`src/rtl/stage_wb.sv`:
```
// Write-back stage: commits memory-stage results into the register file and serves decode reads.
// Reads/forwarding are combinational (write-through bypass); commit lands on the next edge; no backpressure.
module stage_wb #(
  parameter int BUS_W = 32,
  parameter int REG_N = 32
) (
  input  logic             clk,
  input  logic             rst,
  input  logic [5:0]       wdOp_in,
  input  logic [BUS_W-1:0] memResult_in,
  input  logic             retire_in,
  input  logic [4:0]       rs1Addr_in,
  input  logic [4:0]       rs2Addr_in,
  output logic [BUS_W-1:0] rs1Data_out,
  output logic [BUS_W-1:0] rs2Data_out,
  output logic             fwdEn_out,
  output logic [4:0]       fwdAddr_out,
  output logic [BUS_W-1:0] fwdData_out,
  output logic [4:0]       lastRd_out,
  output logic [BUS_W-1:0] lastData_out,
  output logic [63:0]      instret_out
);

  logic [4:0]       rd;
  logic             commit;
  logic [BUS_W-1:0] regs [REG_N];
  logic [63:0]      instret_q;
  logic [4:0]       last_rd_q;
  logic [BUS_W-1:0] last_data_q;

  assign rd     = wdOp_in[5:1];
  assign commit = wdOp_in[0] && (rd != 5'd0);

  always_ff @(posedge clk or posedge rst) begin
    if (rst) begin
      for (int i = 0; i < REG_N; i++) regs[i] <= '0;
    end else if (commit) begin
      regs[rd] <= memResult_in;
    end
  end

  always_ff @(posedge clk or posedge rst) begin
    if (rst) begin
      instret_q   <= '0;
      last_rd_q   <= '0;
      last_data_q <= '0;
    end else begin
      if (retire_in) instret_q <= instret_q + 64'd1;
      if (commit) begin
        last_rd_q   <= rd;
        last_data_q <= memResult_in;
      end
    end
  end

  // x0 and reset force zero; an in-flight commit to the same rd wins over the stale array entry
  function automatic logic [BUS_W-1:0] read_port(input logic [4:0] addr);
    logic [BUS_W-1:0] val;
    val = '0;
    if (!rst && addr != 5'd0) begin
      if (commit && addr == rd) val = memResult_in;
      else                      val = regs[addr];
    end
    return val;
  endfunction

  always_comb begin
    rs1Data_out = read_port(rs1Addr_in);
    rs2Data_out = read_port(rs2Addr_in);
  end

  assign fwdEn_out    = commit && !rst;
  assign fwdAddr_out  = commit ? rd : 5'd0;
  assign fwdData_out  = commit ? memResult_in : '0;
  assign lastRd_out   = last_rd_q;
  assign lastData_out = last_data_q;
  assign instret_out  = instret_q;

endmodule

```
`config.mk`:
```
export PLATFORM = sky130hd
export DESIGN_NAME = stage_wb
export DESIGN_NICKNAME = d
export VERILOG_FILES = /design/src/rtl/stage_wb.sv
export SDC_FILE = /design/constraint.sdc
export NUM_CORES = 2
export LEC_CHECK = 0
export CAP_MARGIN = 20
export CELL_PAD_IN_SITES_DETAIL_PLACEMENT = 0
export CELL_PAD_IN_SITES_GLOBAL_PLACEMENT = 1
export CORE_ASPECT_RATIO = 1.75
export CORE_MARGIN = 1.5
export CORE_UTILIZATION = 24
export CTS_BUF_LIST = sky130_fd_sc_hd__clkbuf_8
export CTS_CLUSTER_SIZE = 20
export DETAILED_ROUTE_END_ITERATION = 7
export GPL_ROUTABILITY_DRIVEN = 0
export PLACE_DENSITY = 0.44
export REMOVE_ABC_BUFFERS = 1
export SETUP_SLACK_MARGIN = 0.5
export SYNTH_ARGS = -nofsm -noshare
export SYNTH_HDL_FRONTEND = slang
export SYNTH_SLANG_ARGS = --single-unit
```
`constraint.sdc`:
```
create_clock -name clk -period 115.9 [get_ports clk]
set_clock_uncertainty 0.2 [all_clocks]
set_input_delay 17.385 -clock clk [delete_from_list [all_inputs] [get_ports clk]]
set_output_delay 17.385 -clock clk [all_outputs]
set_load 0.005 [all_outputs]
```
After elaboration in Yosys (flattened, before gate mapping). Cells that the tools add are included.

Output and inout bits: 203. Bits of input ports: 51. Word-level logic and storage cells: 71. Register bits: 1125.

Reductions and logical operators: 11. Muxes and demuxes: 15. $lt $le $gt $ge: 4. Bitwise logic cells: 3. Eq/ne operators: 2. $add $sub $neg: 1.

Operator list (number): $bwmux 1024 (1); $bmux 32 s5 (2); $mux 32 (10); $demux 32 s5 (1); $add 64x1->64 const B (1); $ge 6x6->1 const B (3); $not 5->6 (3); $reduce_bool 5->1 (3); $eq 5x5->1 (2); $logic_and 1x1->1 (7); $lt 6x1->1 const B (1); $mux 5 (1); $logic_not 1->1 (1).

Logic depth before layout (Yosys ltp).
Word-level depth: 6. Depth in mapped cells: 10. Depth with buffers taken out: 5.

Worst setup path before layout. No wires, ideal clock.

Path kind: input -> output. Start point: input rst. End point: output rs1Data_out[14]. Stages on the path: 6. Arrival time: 42196 ps. Data required time: 98315 ps. Buffers on the path: 1. Setup slack: 56119 ps. Cell sequence: inv_1 > o21ai_2 > a31oi_1 > buf_2 > o221ai_1 > o31ai_1.

Cells in the longest elaborated chain, start to end: 3.

RTL lines: start: declaration (line 8) `input logic rst,`; $logic_not 1->1 (line 60) `if (!rst && addr != 5'd0) begin`; $logic_and 1x1->1 (line 60); $mux 32 (line 60); end: declaration (line 14) `output logic [BUS_W-1:0] rs1Data_out,`.

Every way passes these cells.

Worst setup path after layout.
Start point: input rs2Addr_in[1]. End point: output rs2Data_out[20].

Cells in the longest elaborated chain, start to end: 6. Elaborated cells on any way between the ends: 10. Those cells by class: 1 x eq/ne; 5 x mux; 1 x bitwise; 3 x reduce/logical.

RTL lines: start: declaration (line 13) `input logic [4:0] rs2Addr_in,`; $not 5->6 (implied by the code) (line 62) `else val = regs[addr];`; $bmux 32 s5 (line 62); $mux 32 (implied by the code) (2 in series) (line 62); $mux 32 (line 61) `if (commit && addr == rd) val = memResult_in;`; $mux 32 (*) (line 60); end: declaration (line 15) `output logic [BUS_W-1:0] rs2Data_out,`.

Mark *: on every way between the ends. The rest lies on a longest branch, timed or not. The select of a mux whose other input is x is not followed.

==> run summary <==
status = completed
setup violators final = 0
min cycle time layout = 39.40 ns
Reg2Reg Depth = 5
Routed WL = 246,700 um
vias in the first global route = 42,750
GRT Resource Usage Total = 19.51%
FF+latch count, synth = 1,125
Mapped Cells = 4,361
leak pwr = 30.42 nW
sequential power share = 45.5%
DP HPWL = 142,500 um
cell area power density = 16.34 nW/um2
clock sink total = 1,125
Slew @ Worst Pin = 1.124 ns
critical path startpoint category = input port
Layout Cells excl Fill = 7,948
Fin. Hold Viols = 0
critical path type = input port to output port
chip height = 661.0 um
Comb pwr share = 19.8%
slowest CP cell = buf_4
clock buffer depth = 4
Hold Crit Depth = 0
total negative slack = 0 ns
crit end category = output port
final hold slack = 0.1949 ns
Final Max Slew Viols = 0
RSZ-0062 raised after global routing = no
vias per inst = 5.059
Net Sw Frac = 29.90%
Seq/Total Area, Yosys = 47.42%
insertion delay to the later sink of the worst-skew pair = 1.00 ns
Peak Freq = 0.02538 GHz
Root Driver = clkbuf_8
die width = 379.0 um
Core Region = 246,100 um2
Final period util = 33.99%
Via Count = 40,210
post-cts gate resize count = 0
H-tree levels = 4
clock share of power = 34.7%
Slew HR = 25.08%
WP data required = 98.32 ns
Pint = 0.7962 mW
Hold Path Class = flip-flop to flip-flop
Initial Util = 24.13%
initial antenna violation count = 14
total grt overflow = 0
VDD IR max = 0.008812 mV
Commonest cells post-synth = dfrtp_1 (1,125), mux2_2 (1,003), mux2i_1 (450)
Yosys Warn Count = 0
Worst path most repeated cell = buf_4
Post-DRT Antenna Nets = 0
placed insts = 7,583
Netlist cell types = 56
area delta synth->final = 17.10%
first drt pass iteration count = 5
Clock transition at path regs = 0.07 ns
floorplan row count = 241
io pins = 254
switching pwr = 0.3397 mW
fin area = 69,520 um2
share of synthesized registers carrying an async set or reset = 100.0%
top cell type's share of synthesized area = 47.42%
largest cells by area after synthesis = dfrtp_1 (47%), mux2_2 (19%), mux4_2 (11%)
area leader, netlist = dfrtp_1
Max Cap Viol = 0
Mapped Area = 59,370 um2
largest net degree at the start of global routing = 155
CTS Hold Bufs = 0
ys flop type = dfrtp_1
number of remaining DRC errors = 0
Setup Buffers After CTS = 0
placement-stage cell area = 65,430 um2
DIE AREA = 250,500 um2
total power = 1.136 mW
Num CTS Buffers = 202
CTS tree = done
drt first-iter violations = 2,464
first-pass GRT wire length = 345,900 um
number of port buffers = 253
Max Fanout on Critical Path = 57
nets = 4,559
layout cells sized above 1 = 38.78%
count leader, synth = dfrtp_1
routed len/inst = 31.04 um
CP cell instances = buf_8 -> buf_4 -> buf_4 -> mux2i_1 -> a22oi_1 -> nand2_1 -> a221oi_1 -> a22o_1 -> clkdlybuf4s50_1
Post-synth EDFFs = 0
post-synthesis average cell area = 13.61 um2
crit path DAT = 21.81 ns
slowest stage delay, CP = 0.97 ns
-- stage by stage --
step	util [%]	worst slack, ns
after detailed placement	26.59	76.45
after global routing	28.25	76.36
after global placement	26.58	76.30
after floorplan	-	54.97
after CTS	28.25	76.44
final	28.25	76.50
-- flip-flops by register name, indices dropped and copies added (netlist names) --
name / cells
regs: 1024
instret_out: 64
lastData_out: 32
lastRd_out: 5
-- cells in the final DEF (no fill, tap or decap), types with 8 or more instances in the layout --
cell type	n
a21o_1	36
a21oi_1	68
a221oi_1	21
a22o_1	63
a22oi_1	205
and2_1	40
and3_1	8
and4_1	8
buf_4	143
clkbuf_8	267
clkdlybuf4s50_1	245
clkinv_2	13
dfrtp_1	1125
diode_2	8
inv_1	80
mux2_2	1003
mux2i_1	450
mux4_2	300
nand2_1	136
nand2_4	15
nand3_1	76
nand4_1	41
nor2_1	22
nor2_4	21
nor3_1	29
nor4_1	20
o21ai_0	14
o221ai_1	13
o22ai_1	48
xnor2_1	34
xor2_1	39
-- layout make-up --
cell class                 instances  area [um2]
multi-input combinational       2769       29440
fill                           25430      176500
sequential                      1125       28150
antenna                            8       20.02
clock buffer                     267        3675
clock inverter                    90       397.9
timing repair buffer             400        3694
inverter                           9       42.54
tap                             3280        4104
-- cell families after synthesis --
logic type      after synthesis  synth area share (%)
simple gates                445                 3.785
flops                      1125                 47.42
xor+xnor                     73                 1.077
buf+inv                     467                 3.629
compound gates              497                 6.080
mux                        1753                 37.99
fa+ha+maj                     1               0.02107
-- per-layer routing --
metal / wire [um] / vias to the layer above / global-route usage, %
li1: - / 16840 / -
met1: 98790 / 21880 / 23.52
met2: 127500 / 1078 / 34.76
met3: 11840 / 398 / 3.247
met4: 8546 / 10 / 6.600
met5: 61 / - / 0
-- final timing paths --
kind | start | to | slack (ns)
worst max-delay path | rs2Addr_in[1] | rs2Data_out[20] | 76.50
worst min-delay path | regs[996] | regs[996] | 0.19
worst max register to register | instret_out[17] | instret_out[51] | 113.20
worst min register to register | regs[996] | regs[996] | 0.19
max in group asynchronous | rst | regs[272] | 93.31
min in group asynchronous | rst | regs[351] | 16.95
-- power by group through the flow --
stage	registers, mW	clock network (mW)	logic (mW)
after global placement	0.520	0	0.226
after detailed placement	0.523	0	0.228
final	0.517	0.394	0.225
after global routing	0.526	0.426	0.243
after floorplan	0.506	0	0.152
after CTS	0.516	0.412	0.229
-- critical path, delay by kind of cell --
kind | cells | cell delay (ns)
AO/OA/AOI/OAI | 3 | 1.26
buffers and inverters | 4 | 2.69
multiplexers | 1 | 0.17
AND/OR/NAND/NOR | 1 | 0.09
Note: power is estimated with default switching activity, not from simulation.
